[src/rtl/mem_ctrl_pkg.sv]
// Shared constants, opcode encodings and FSM state type for the data-memory access controller.
package mem_ctrl_pkg;

    localparam int unsigned ADDR_W = 5;
    localparam int unsigned DATA_W = 16;
    localparam int unsigned LEN_W  = 6;

    localparam logic [1:0] OP_LOAD  = 2'b00;
    localparam logic [1:0] OP_STORE = 2'b01;
    localparam logic [1:0] OP_FILL  = 2'b10;
    localparam logic [1:0] OP_COPY  = 2'b11;

    typedef enum logic [2:0] {
        StIdle,
        StRd,
        StWr,
        StFill,
        StCpRd,
        StCpWr,
        StDone
    } state_e;

endpackage

[src/rtl/mem_access_ctrl.sv]
// Initiator-side controller for a 32x16 single-port data memory. Accepts LOAD, STORE,
// FILL and COPY requests over valid/ready and drives registered addr/data/wr_en pins.
module mem_access_ctrl
    import mem_ctrl_pkg::*;
(
    input  logic              Clock,
    input  logic              Resetn,
    input  logic              req_valid,
    output logic              req_ready,
    input  logic [1:0]        op,
    input  logic [ADDR_W-1:0] addr_a,
    input  logic [ADDR_W-1:0] addr_b,
    input  logic [DATA_W-1:0] wdata,
    input  logic [LEN_W-1:0]  len,
    output logic              resp_valid,
    output logic [DATA_W-1:0] rdata,
    output logic              busy,
    output logic [ADDR_W-1:0] mem_addr,
    output logic [DATA_W-1:0] mem_data,
    output logic              mem_wr_en,
    input  logic [DATA_W-1:0] mem_q
);

    state_e              state_q, state_d;
    logic [ADDR_W-1:0]   mem_addr_q, mem_addr_d;
    logic [DATA_W-1:0]   mem_data_q, mem_data_d;
    logic                mem_wr_en_q, mem_wr_en_d;
    logic [DATA_W-1:0]   rdata_q, rdata_d;
    logic                resp_valid_q, resp_valid_d;
    logic [LEN_W-1:0]    count_q, count_d;
    logic [ADDR_W-1:0]   src_q, src_d;
    logic [ADDR_W-1:0]   dst_q, dst_d;

    logic accept;
    logic last_word;

    assign accept    = req_valid && (state_q == StIdle);
    assign last_word = (count_q == '0);

    // State register and all registered outputs; reset drops mem_wr_en immediately.
    always_ff @(posedge Clock or negedge Resetn) begin
        if (!Resetn) begin
            state_q      <= StIdle;
            mem_addr_q   <= '0;
            mem_data_q   <= '0;
            mem_wr_en_q  <= 1'b0;
            rdata_q      <= '0;
            resp_valid_q <= 1'b0;
            count_q      <= '0;
            src_q        <= '0;
            dst_q        <= '0;
        end else begin
            state_q      <= state_d;
            mem_addr_q   <= mem_addr_d;
            mem_data_q   <= mem_data_d;
            mem_wr_en_q  <= mem_wr_en_d;
            rdata_q      <= rdata_d;
            resp_valid_q <= resp_valid_d;
            count_q      <= count_d;
            src_q        <= src_d;
            dst_q        <= dst_d;
        end
    end

    // Next-state selection.
    always_comb begin
        state_d = state_q;
        unique case (state_q)
            StIdle: begin
                if (req_valid) begin
                    unique case (op)
                        OP_LOAD:  state_d = StRd;
                        OP_STORE: state_d = StWr;
                        OP_FILL:  state_d = (len == '0) ? StDone : StFill;
                        OP_COPY:  state_d = (len == '0) ? StDone : StCpRd;
                        default:  state_d = StIdle;
                    endcase
                end
            end
            StRd, StWr, StDone: state_d = StIdle;
            StFill:             state_d = last_word ? StIdle : StFill;
            StCpRd:             state_d = StCpWr;
            StCpWr:             state_d = last_word ? StIdle : StCpRd;
            default:            state_d = StIdle;
        endcase
    end

    // Next values for the memory-side pins, counters and response registers.
    always_comb begin
        mem_addr_d   = mem_addr_q;
        mem_data_d   = mem_data_q;
        mem_wr_en_d  = mem_wr_en_q;
        rdata_d      = rdata_q;
        resp_valid_d = 1'b0;
        count_d      = count_q;
        src_d        = src_q;
        dst_d        = dst_q;
        unique case (state_q)
            StIdle: begin
                if (accept) begin
                    mem_addr_d  = addr_a;
                    src_d       = addr_a;
                    dst_d       = addr_b;
                    count_d     = len - LEN_W'(1);
                    mem_wr_en_d = 1'b0;
                    // STORE and non-empty FILL start writing on the very next edge.
                    if (op == OP_STORE || (op == OP_FILL && len != '0)) begin
                        mem_data_d  = wdata;
                        mem_wr_en_d = 1'b1;
                    end
                end
            end
            StRd: begin
                rdata_d      = mem_q;
                resp_valid_d = 1'b1;
            end
            StWr: begin
                mem_wr_en_d  = 1'b0;
                resp_valid_d = 1'b1;
            end
            StFill: begin
                if (last_word) begin
                    mem_wr_en_d  = 1'b0;
                    resp_valid_d = 1'b1;
                end else begin
                    mem_addr_d = mem_addr_q + ADDR_W'(1);
                    count_d    = count_q - LEN_W'(1);
                end
            end
            StCpRd: begin
                mem_data_d  = mem_q;
                mem_addr_d  = dst_q;
                mem_wr_en_d = 1'b1;
            end
            StCpWr: begin
                mem_wr_en_d = 1'b0;
                if (last_word) begin
                    resp_valid_d = 1'b1;
                end else begin
                    // Ascending one word at a time gives forward-copy semantics on overlap.
                    src_d      = src_q + ADDR_W'(1);
                    dst_d      = dst_q + ADDR_W'(1);
                    count_d    = count_q - LEN_W'(1);
                    mem_addr_d = src_q + ADDR_W'(1);
                end
            end
            StDone: begin
                resp_valid_d = 1'b1;
            end
            default: begin
                mem_wr_en_d = 1'b0;
            end
        endcase
    end

    // Output drive from registers.
    always_comb begin
        req_ready  = (state_q == StIdle);
        busy       = (state_q != StIdle);
        resp_valid = resp_valid_q;
        rdata      = rdata_q;
        mem_addr   = mem_addr_q;
        mem_data   = mem_data_q;
        mem_wr_en  = mem_wr_en_q;
    end

endmodule

[config.mk]
export PLATFORM = sky130hd
export DESIGN_NAME = mem_access_ctrl
export DESIGN_NICKNAME = d
export VERILOG_FILES = /design/src/rtl/mem_ctrl_pkg.sv /design/src/rtl/mem_access_ctrl.sv
export SDC_FILE = /design/constraint.sdc
export NUM_CORES = 1
export LEC_CHECK = 0
export ABC_CLOCK_PERIOD_IN_PS = 4500
export BUFFER_PORTS_ARGS = -buffer_cell sky130_fd_sc_hd__buf_2
export CELL_PAD_IN_SITES_DETAIL_PLACEMENT = 1
export CELL_PAD_IN_SITES_GLOBAL_PLACEMENT = 2
export CORE_MARGIN = 2
export CORE_UTILIZATION = 33
export CTS_CLUSTER_SIZE = 14
export DETAILED_ROUTE_END_ITERATION = 10
export GPL_TIMING_DRIVEN = 1
export HOLD_SLACK_MARGIN = 0.15
export PLACE_DENSITY_LB_ADDON = 0.08
export SLEW_MARGIN = 20
export SYNTH_ARGS = -nofsm -noshare
export SYNTH_HDL_FRONTEND = slang
export SYNTH_SLANG_ARGS = --single-unit
[constraint.sdc]
create_clock -name Clock -period 4.5 [get_ports Clock]
set_clock_uncertainty 0.1 [all_clocks]
set_input_delay 0.225 -clock Clock [delete_from_list [all_inputs] [get_ports Clock]]
set_output_delay 0.225 -clock Clock [all_outputs]
set_load 0.005 [all_outputs]
* Yosys cells after proc, flatten, opt, wreduce, memory -nomap -nowiden
Cells that the tools add are included.
** Storage, ports and cells
- Flip-flop bits (word level) :: 58
- Bits of input ports :: 53
** Operators by class
- $add $sub $neg :: 5
- Equal/unequal tests :: 16
- Mux-type cells :: 27
- Bitwise logic cells :: 1
- Reductions and logical operators :: 21
** Operator list (number)
- 2-to-1 mux 16 bit :: 2
- case mux 16 bit (2 select lines) :: 1
- 2-to-1 mux 5 bit :: 5
- case mux 3 bit (4 select lines) :: 2
- case mux 5 bit (2 select lines) :: 2
- case mux 5 bit (4 select lines) :: 1
- adder 5 x 1 -> 5 bit (second input constant) :: 3
- zero test 6 bit :: 2
- 2-to-1 mux 6 bit :: 2
- case mux 6 bit (2 select lines) :: 1
- AND reduction 3 bit :: 4
- subtractor 6 x 1 -> 6 bit (second input constant) :: 2
- != test 2 bit (second input constant) :: 5
- equality test 3 bit (second input constant) :: 3
- 2-to-1 mux 3 bit :: 3
- equality test 3 x 2 -> 1 bit (second input constant) :: 2
- nonzero test 2 bit :: 3
- nonzero test 6 bit :: 1
- equality test 2 bit (second input constant) :: 2
- 2-to-1 mux 1 bit :: 4
- 2-to-1 mux 2 bit :: 2
- != test 2 x 1 -> 1 bit (second input constant) :: 2
- case mux 1 bit (4 select lines) :: 1
- AND reduction 4 bit :: 1
- 12 further kinds :: 14

* Logic depth before layout (Yosys ltp)
Gate-level depths: netlist of run 1.
- Depth after elaboration :: 6
- Gate-level depth with buffers :: 8
- Gate-level depth less buffers :: 5

* Worst setup path before layout of run 1
Ideal clock, no wire load.
- Kind :: reg2reg
- From :: register state_q[1]
- To :: register rdata_q[10] (netlist: rdata[10])
- Arrival :: 1.652 ns
- Data required time :: 4.275 ns
- Path slack :: 2.624 ns
- Stages on the path, launching flop included :: 6
- Buffers on the path :: 3
- Cell sequence :: dfrtp_1 clkbuf_1 buf_2 nor3b_2 buf_2 mux2_2
** Between the ends
- Longest elaborated chain between the ends :: 1
** Ends and longest elaborated chain
- start: declaration :: RTL line mem_access_ctrl.sv:24 : state_e state_q, state_d;
- start signal: assignment :: RTL line mem_access_ctrl.sv:43 : state_q <= StIdle;
- start signal: assignment :: RTL line mem_access_ctrl.sv:53 : state_q <= state_d;
- equality test 3 x 1 -> 1 bit :: RTL line mem_access_ctrl.sv:98 : unique case (state_q)
- end signal: assignment :: RTL line mem_access_ctrl.sv:57 : rdata_q <= rdata_d;
- end: declaration :: RTL line mem_access_ctrl.sv:28 : logic [DATA_W-1:0] rdata_q, rdata_d;
No other way between the ends.
A chain may end at the register's enable or synchronous reset.

* Final worst setup path of run 1
- From :: register state_q[0]
- To :: register mem_wr_en_q (netlist: mem_wr_en)
** Between the ends
- Longest elaborated chain between the ends :: 4
- Elaborated cells on any way between the ends :: 12
- Classes of those cells :: eq/ne: 6; mux: 1; bitwise: 1; reduce/logical: 4
** Ends and longest elaborated chain
- zero test 3 bit (tied with other cells) :: RTL line mem_access_ctrl.sv:37, mem_access_ctrl.sv:98
- logical AND 1 bit / OR reduction 2 bit (equally long branches)
- != test 2 x 1 -> 1 bit (no source line) / inverter 1 bit (equally long branches)
- AND reduction 3 bit (no source line)
- end signal: assignment :: RTL line mem_access_ctrl.sv:56 : mem_wr_en_q <= mem_wr_en_d;
- end: declaration :: RTL line mem_access_ctrl.sv:27 : logic mem_wr_en_q, mem_wr_en_d;
Several ways; a longest one is shown, not always the timed one.

==> results_dict.tcl, run 1 <==
set metrics [dict create \
    yosysWarnings 0 \
    synthTopCellsByCount "dfrtp_1 (58), o21ai_0 (44), nand2_1 (33)" \
    synth_seq_cells 58 \
    synth.most_common_cell "dfrtp_1" \
    crit_fanout 33 \
    finalHoldViolCount 0 \
    grt_pass1_vias 3061 \
    comb_power_share_pct 45.2 \
    cts.clk_slew.worst_paths_ns 0.07 \
    rows 35 \
    rrSetupSlack_ns 2.07 \
    clk_latency_ns 0.34 \
    fin_total_pwr_mw 2.667 \
    holdPathStages 3 \
    layout.nets 509 \
    switching_share_pct 40.39 \
    final_area_um2 4322 \
    cts_made_buffers 9 \
    critical_path.endpoint_type "flop" \
    synth_top_area_cell "dfrtp_1" \
    r2r-start "state_q[0]" \
    hold_start "req_valid" \
    arrival_ns 2.52 \
    worstReg2RegEnd "mem_wr_en" \
    powerDensity_nw_per_um2 617.2 \
    syn_nets 374 \
    cts_buffer_depth 2 \
    antenna_cells 0 \
    ys.flop_type "dfrtp_1" \
    synth_area_leaders "dfrtp_1 (46%), o21ai_0 (7.0%), mux2i_1 (6.7%), mux2_2 (6.1%), nand2_1 (4.0%)" \
    cap_violations 0 \
    rsz0062_at_grt "false" \
    min_path_type "input pin to flop" \
    period_needed_ns 2.434 \
    post-place-ws_ns 2.039 \
    die_x_um 101.4 \
    syn_area_um2 3128 \
    timing.fmax_mhz 410.9 \
    tightest_slew_ns 0.8677 \
    synth_top_area_share_pct 46.40 \
    fillers 1091 \
    ant_nets 0 \
    drtIter0Drc 107 \
    p_sw_mw 1.077 \
    regArea_um2 1451 \
    antenna_found_initial 0 \
    irDropWorstVdd_mv 0.2358 \
    seq_power_share_pct 38.4 \
    p_int_mw 1.590 \
    ys_types 53 \
    die_h_um 101.4 \
    min_period_over_period_pct 54.09 \
    status "finished, final reports clean" \
    async_flop_share_pct 100.0 \
    gr-total-overflow 0 \
    cp-start-kind "flop" \
    max_slew_margin_pct 42.15 \
    worstPathRequired_ns 4.58 \
    gr-usage-all-layers_pct 18.75 \
    hold_ws_ns 0.1803 \
    crit_type "flop to flop" \
    area_growth_pct 38.16 \
    start_util_pct 33.85 \
    p_leak_nw 1.972 \
    setup_ws_ns 2.066 \
    clkSinkCount 58 \
    setup_viol 0 \
    grt_pass1_wl_um 15100 \
    slew_violations 0 \
    yosysSeqAreaShare_pct 46.40 \
    root_buffer "clkbuf_8" \
    hpwlAfterDp_um 5962 \
    vias 2849 \
    dr.pass1.iters 6 \
    placed_area_um2 3690 \
    clock_power_share_pct 16.4 \
    gp_congestion 0.7261 \
    post_cts_buffers 0 \
    grt_start_max_net_pins 59 \
    io_pins 94 \
    synth_area_per_cell_um2 9.836 \
    routedWlPerCell_um 15.23 \
    synth_edf_count 0 \
    drive_above_1_share_pct 31.22 \
    cts_max_level 3 \
    tns_ns 0 \
    r2r_cells 5 \
    cts_tree "yes" \
    multi_input_area_um2 1555 \
    drc 0 \
    netlist_instances 318 \
    vias_per_cell 4.853 \
    die_area_um2 10270 \
    port_buffers 93 \
    min_to "state_q[0]" \
    placeableCoreArea_um2 9240 \
    wl_um 8940 \
]
==> per-layer routing <==
metal,routed length [um],GRT usage (%),vias up
met5,0,0,-
met4,140,6.445,0
met3,522,6.280,15
met2,4131,29.95,71
met1,4145,23.87,1350
li1,-,-,1413
==> placed cells by master, fill, tap and decap left out, types with 5 or more instances in the layout <==
master          n
nand2_1        33
mux2i_1        21
o21ai_0        44
nand3_1         5
dfrtp_1        58
buf_2          93
clkbuf_8       10
nor3_1          8
and3_1          6
o211ai_1        6
dlygate4sd3_1  46
a21oi_1        20
xnor2_1         5
nor2_1         15
inv_1           7
mux2_2         17
==> logic make-up after synthesis <==
group,Yosys count,share of synthesized area [%]
compound gates,94,17.88
buf+inv,26,4.040
simple gates,90,14.92
mux,39,13.32
fa+ha+maj,3,1.200
xor+xnor,8,2.240
flops,58,46.40
==> cell type report <==
cell class / count / area share, %
multi-input combinational: 234 / 35.99
timing repair buffer: 143 / 22.12
sequential: 58 / 33.58
tap: 129 / 3.735
inverter: 7 / 0.6080
clock inverter: 5 / 0.6948
clock buffer: 11 / 3.272
==> power by group through the flow <==
stage	registers [mW]	clock network (mW)	logic [mW]
after floorplan	0.957	0	0.839
after global placement	1.02	0	1.17
after detailed placement	1.03	0	1.20
after CTS	1.03	0.453	1.23
after global routing	1.07	0.474	1.37
final	1.03	0.436	1.21
==> worst max-delay path, cell delays in order (launching register included) <==
cell	delay, ns
dfrtp_1	0.91
nor3b_2	0.11
buf_4	0.27
a41oi_1	0.19
o21a_2	0.50
o21ai_0	0.19
==> through the flow <==
step	cells	util, %
2_1_floorplan	318	-
3_3_place_gp	525	39.93
3_5_place_dp	525	39.93
4_1_cts	587	46.77
5_1_grt	587	46.77
6_report	587	46.77
==> sequential cells by signal, indices dropped and copies added, names as in the netlist <==
| signal | flops |
|---|---|
| mem_data | 16 |
| rdata | 16 |
| count_q | 6 |
| dst_q | 5 |
| mem_addr | 5 |
| src_q | 5 |
| state_q | 3 |
| mem_wr_en | 1 |
| resp_valid | 1 |
==> worst max-delay path by stage <==
stage               startpoint     endpoint  slack [ns]  cells after the start
floorplan           state_q[1]    rdata[10]        2.62                      5
global placement    state_q[0]    mem_wr_en        2.14                      5
detailed placement  state_q[0]  mem_data[2]        2.04                      5
CTS                 state_q[0]    mem_wr_en        2.01                      5
global route        state_q[0]     dst_q[2]        1.79                      4
finish              state_q[0]    mem_wr_en        2.07                      5
==> repair_timing <==
| action | CTS | global route |
|---|---|---|
| resized for setup | 0 | 0 |
| hold buffers | 46 | 0 |
| endpoints found under the hold margin | 104 | 0 |
No activity file was read; power rests on OpenSTA's default activity.
==> inputs of run 2 (changes only) <==
--- a/config.mk
+++ b/config.mk
@@ -5,12 +5,13 @@
 export SDC_FILE = /design/constraint.sdc
 export NUM_CORES = 1
 export LEC_CHECK = 0
-export ABC_CLOCK_PERIOD_IN_PS = 4500
+export ABC_AREA = 1
+export ABC_CLOCK_PERIOD_IN_PS = 2000
 export BUFFER_PORTS_ARGS = -buffer_cell sky130_fd_sc_hd__buf_2
 export CELL_PAD_IN_SITES_DETAIL_PLACEMENT = 1
 export CELL_PAD_IN_SITES_GLOBAL_PLACEMENT = 2
 export CORE_MARGIN = 2
-export CORE_UTILIZATION = 33
+export CORE_UTILIZATION = 25
 export CTS_CLUSTER_SIZE = 14
 export DETAILED_ROUTE_END_ITERATION = 10
 export GPL_TIMING_DRIVEN = 1
==> constraint.sdc (replaced) <==
create_clock -name Clock -period 2 [get_ports Clock]
set_clock_uncertainty 0.1 [all_clocks]
set_input_delay 0.1 -clock Clock [delete_from_list [all_inputs] [get_ports Clock]]
set_output_delay 0.1 -clock Clock [all_outputs]
set_load 0.005 [all_outputs]
==> run 2 against run 1 <==
  * Utilization shrank 9.6 points
  * Largest power group unchanged
  * Clock power rose to 3.9 times the previous value
  * Critical path type unchanged
  * Via count grew 16%
==> results_dict.tcl, run 2 <==
set metrics [dict create \
    worstPathRequired_ns 2.15 \
    cts_made_buffers 9 \
    synth_top_area_share_pct 45.71 \
    clk_latency_ns 0.33 \
    drtIter0Drc 104 \
    syn_area_um2 3176 \
    cts_resized 0 \
    slew_violations 0 \
    switching_share_pct 41.48 \
    start_util_pct 25.37 \
    routedWlPerCell_um 13.68 \
    layout.nets 631 \
    layout_common_cells "nand2_1 (149), buf_2 (93), dfrtp_1 (58)" \
    crit_type "flop to flop" \
    p_leak_nw 2.465 \
    final_util_pct 37.17 \
    post-place-ws_ns 0.2165 \
    crit_fanout 7 \
    min_path_type "input pin to flop" \
    root_buffer "clkbuf_16" \
    port_buffers 93 \
    grt_pass1_vias 3561 \
    final_cells 752 \
    synth_area_leaders "dfrtp_1 (46%), nand2_1 (18%), o21ai_0 (8.4%), inv_1 (5.4%), nand3_1 (4.1%)" \
    holdPathStages 7 \
    cts_max_level 3 \
    vias 3298 \
    irDropWorstVdd_mv 0.4645 \
    drive_above_1_share_pct 24.66 \
    timing.fmax_mhz 524.8 \
    yosysWarnings 0 \
    wl_um 10290 \
    antenna_found_initial 0 \
    mostFrequentLayoutCell "nand2_1" \
    cts_tree "yes" \
    placeableCoreArea_um2 12520 \
    rows 41 \
    yosysSeqAreaShare_pct 45.71 \
    arrival_ns 2.06 \
    status "finished, final reports clean" \
    syn_nets 484 \
    powerDensity_nw_per_um2 1514 \
    min_period_over_period_pct 95.27 \
    synth_top_area_cell "dfrtp_1" \
    clock_power_share_pct 23.9 \
    setup_viol 0 \
    r2r_cells 6 \
    finalHoldViolCount 0 \
    post_cts_buffers 0 \
    seq_power_share_pct 30.9 \
    period_needed_ns 1.905 \
    synth_seq_cells 58 \
    netlist_instances 428 \
    antenna_cells 0 \
    grt_pass1_wl_um 17330 \
    fin_total_pwr_mw 7.044 \
    hpwlAfterDp_um 7273 \
    ys_types 32 \
    setup_ws_ns 0.09457 \
    io_pins 94 \
    ys.flop_type "dfrtp_1" \
    synthTopCellsByCount "nand2_1 (149), dfrtp_1 (58), o21ai_0 (53)" \
    tightest_slew_ns 0.3426 \
    synth_area_per_cell_um2 7.419 \
    ant_nets 0 \
    gp_congestion 0.7532 \
    die_area_um2 13620 \
    p_int_mw 4.122 \
    clkSinkCount 58 \
    gr-usage-all-layers_pct 16.54 \
    cp-start-kind "flop" \
    die_h_um 116.7 \
    p_sw_mw 2.922 \
    vias_per_cell 4.386 \
    drc 0 \
    grt_start_max_net_pins 59 \
    area_growth_pct 46.49 \
    dr.pass1.iters 4 \
    cts.clk_slew.worst_paths_ns 0.05 \
    rsz0062_at_grt "true" \
    die_x_um 116.7 \
    synth.most_common_cell "nand2_1" \
    cap_violations 0 \
    dp.cells 688 \
    critical_path.endpoint_type "flop" \
    synth_edf_count 0 \
    max_slew_margin_pct 77.16 \
    comb_power_share_pct 45.2 \
    cts_buffer_depth 2 \
    gr-total-overflow 0 \
    async_flop_share_pct 100.0 \
]
==> run 2: cell families (layout without fill, tap and decap cells) <==
family | Yosys count | in the layout | synth area share [%]
simple gates | 214 | 214 | 29.27
compound gates | 85 | 85 | 14.58
buf+inv | 66 | 218 | 8.708
flops | 58 | 58 | 45.71
fa+ha+maj | 3 | 3 | 1.182
xor+xnor | 2 | 2 | 0.5517
==> run 2: area by class of cell <==
type                            instances  area, um2
Clock buffer                           11      242.7
Clock inverter                          5      77.57
Fill cell                            1586       7865
Inverter                               53      198.9
Multi-Input combinational cell        304       1448
Sequential cell                        58       1451
Tap cell                              172      215.2
Timing Repair Buffer                  149       1018
==> run 2: power by group through the flow <==
stage / clock, mW / combinational (mW) / sequential, mW
after CTS: 1.75 / 3.26 / 2.19
after global routing: 1.79 / 3.73 / 2.27
final: 1.69 / 3.18 / 2.18
after floorplan: 0 / 2.07 / 2.14
after detailed placement: 0 / 3.18 / 2.19
after global placement: 0 / 3.16 / 2.19
==> run 2: repair_timing <==
action | 4_1_cts | 5_1_grt
endpoints found under the setup margin | 0 | 1
hold buffers | 48 | 0
endpoints found under the hold margin | 109 | 0
==> run 2: path summary, 6_finish.rpt <==
kind,slack (ns),end,from
hold reg to reg,0.37,mem_data[11],mem_data[11]
hold / removal,0.17,count_q[2],len[2]
setup reg to reg,0.09,state_q[2],state_q[0]
max in group asynchronous,1.32,rdata[6],Resetn
setup / recovery,0.09,state_q[2],state_q[0]
min in group asynchronous,0.22,count_q[5],Resetn
==> run 2: worst max-delay path, cell delays in order (launching register included) <==
cell and delay [ns]:
dfrtp_1 0.45, nor2_2 0.23, nand2_2 0.12, inv_2 0.13
nand3_1 0.10, dlygate4sd3_1 0.56, a21oi_1 0.14
==> run 2: metrics by stage <==
stage / instance area [um2] / hold WS, ns / TNS, ns
final: 4652 / 0.1688 / 0
after global routing: 4652 / 0.2356 / -0.006687
after detailed placement: 3851 / 0.04465 / 0
after global placement: 3851 / 0.04589 / 0
after floorplan: 3176 / -0.2956 / 0
after CTS: 4652 / 0.1537 / 0
==> run 2: metal layers <==
| metal | part of all wire, % | routed length [um] | vias up | global-route usage (%) |
|---|---|---|---|---|
| li1 | - | - | 1660 | - |
| met1 | 46 | 4721 | 1558 | 20.30 |
| met2 | 48 | 4946 | 68 | 28.05 |
| met3 | 4.5 | 460 | 12 | 4.774 |
| met4 | 1.5 | 157 | 0 | 5.255 |
| met5 | 0 | 0 | - | 0 |
==> inputs of run 3 (changes only) <==
--- a/config.mk
+++ b/config.mk
@@ -10,6 +10,7 @@
 export BUFFER_PORTS_ARGS = -buffer_cell sky130_fd_sc_hd__buf_2
 export CELL_PAD_IN_SITES_DETAIL_PLACEMENT = 1
 export CELL_PAD_IN_SITES_GLOBAL_PLACEMENT = 2
+export CORE_ASPECT_RATIO = 1.5
 export CORE_MARGIN = 2
 export CORE_UTILIZATION = 25
 export CTS_CLUSTER_SIZE = 14
@@ -17,6 +18,7 @@
 export GPL_TIMING_DRIVEN = 1
 export HOLD_SLACK_MARGIN = 0.15
 export PLACE_DENSITY_LB_ADDON = 0.08
+export RECOVER_POWER = 50
 export SLEW_MARGIN = 20
 export SYNTH_ARGS = -nofsm -noshare
 export SYNTH_HDL_FRONTEND = slang
==> run 3 against run 2 <==
  * Flip-flop and latch count unchanged
  * Largest cell class unchanged
  * Die area increased by 0.13%
  * Clock power about the same
  * Fmax increased by 5.8%
  * Critical path type unchanged
  * Clock-buffer cell count increased by 1
  * First-iteration DRC count decreased by 11%
  * Combinational power about the same
  * Register-to-register slack improved by 0.10 ns
  * Design area decreased by 0.83%
==> results_dict.tcl, run 3 (synthesis results as in run 2) <==
set metrics [dict create \
    tightest_slew_ns 0.8838 \
    drc 0 \
    dp.cells 673 \
    layout_common_cells "nand2_1 (149), buf_2 (83), dfrtp_1 (57)" \
    regArea_um2 1453 \
    r2r_cells 10 \
    final_cells 734 \
    rows 50 \
    multi_input_area_um2 1453 \
    timing.fmax_mhz 555.1 \
    p_leak_nw 2.435 \
    setup_viol 0 \
    worstPathRequired_ns 2.12 \
    crit_type "flop to flop" \
    gr-total-overflow 0 \
    cts_max_level 3 \
    post-place-ws_ns 0.08889 \
    placeableCoreArea_um2 12450 \
    grt_pass1_wl_um 17430 \
    min_path_type "input pin to flop" \
    drtIter0Drc 93 \
    area_growth_pct 45.27 \
    wl_um 10270 \
    cts_made_buffers 9 \
    placed_area_um2 3851 \
    grt_pass1_vias 3608 \
    grt_start_max_net_pins 59 \
    cp-start-kind "flop" \
    clk_latency_ns 0.33 \
    gp_congestion 0.7385 \
    holdPathStages 6 \
    irDropWorstVdd_mv 0.4228 \
    slew_violations 0 \
    start_util_pct 25.51 \
    final_area_um2 4613 \
    cts_tree "yes" \
    root_buffer "clkbuf_16" \
    port_buffers 93 \
    setup_ws_ns 0.1984 \
    antenna_found_initial 0 \
    powerDensity_nw_per_um2 1537 \
    die_x_um 96.02 \
    mostFrequentLayoutCell "nand2_1" \
    tns_ns 0 \
    fillers 1538 \
    final_util_pct 37.06 \
    vias 3342 \
    die_area_um2 13640 \
    min_period_over_period_pct 90.08 \
    fin_total_pwr_mw 7.090 \
    gr-usage-all-layers_pct 16.63 \
    hold_ws_ns 0.1672 \
    die_h_um 142.0 \
    finalHoldViolCount 0 \
    cts_buffer_depth 2 \
    ant_nets 0 \
    dr.pass1.iters 4 \
    hpwlAfterDp_um 7524 \
    arrival_ns 1.92 \
    drive_above_1_share_pct 23.36 \
    crit_fanout 18 \
    io_pins 94 \
    antenna_cells 0 \
    critical_path.endpoint_type "flop" \
    rrSetupSlack_ns 0.20 \
    cap_violations 0 \
    layout.nets 629 \
    period_needed_ns 1.802 \
    clkSinkCount 58 \
    max_slew_margin_pct 41.08 \
    vias_per_cell 4.553 \
    status "finished, final reports clean" \
    routedWlPerCell_um 13.99 \
    cts.clk_slew.worst_paths_ns 0.06 \
]
run 3: path summary, 6_finish.rpt:
path | from | end
min | len[5] | count_q[5]
min reg2reg | mem_data[12] | mem_data[12]
max in group asynchronous | Resetn | state_q[1]
max | state_q[0] | mem_data[3]
max reg2reg | state_q[0] | mem_data[3]
min in group asynchronous | Resetn | count_q[5]
run 3: area by class of cell:
| type | count | area share [%] |
|---|---|---|
| inverters | 53 | 4.312 |
| clock buffers | 12 | 5.560 |
| multi-input cells | 304 | 31.49 |
| flip-flops and latches | 58 | 31.49 |
| well taps | 156 | 4.231 |
| repair buffers | 147 | 21.32 |
| clock inverters | 4 | 1.600 |
run 3: where the power goes:
group | total (mW) | switching (mW) | internal [mW] | leakage (nW)
Clock | 1.72 | 0.565 | 1.16 | 0.163
Sequential | 2.19 | 0.422 | 1.77 | 0.710
Combinational | 3.18 | 1.94 | 1.24 | 1.56
Total | 7.09 | 2.93 | 4.16 | 2.44
run 3: what timing repair did:
action,in CTS,in global routing
setup endpoints to repair,0,19
hold buffers,45,0
endpoints found under the hold margin,107,0
gates resized for setup,0,2
setup buffers,0,0
run 3: routing by layer:
layer	global-route usage (%)	part of all wire, %	vias to the layer above
met5	0	0	-
met4	6.241	1.9	0
met3	3.231	3.7	16
met2	30.08	54	71
met1	18.78	40	1594
li1	-	-	1661
run 3: critical path, stage by stage (launching register included):
cell and delay, ns:
dfrtp_1 0.47, nor2_4 0.19, nand2_2 0.10, nor2_4 0.11
inv_2 0.07, nand2_1 0.07, inv_2 0.04, nand2_4 0.18
inv_2 0.19, nand2_1 0.10, nand2_1 0.05
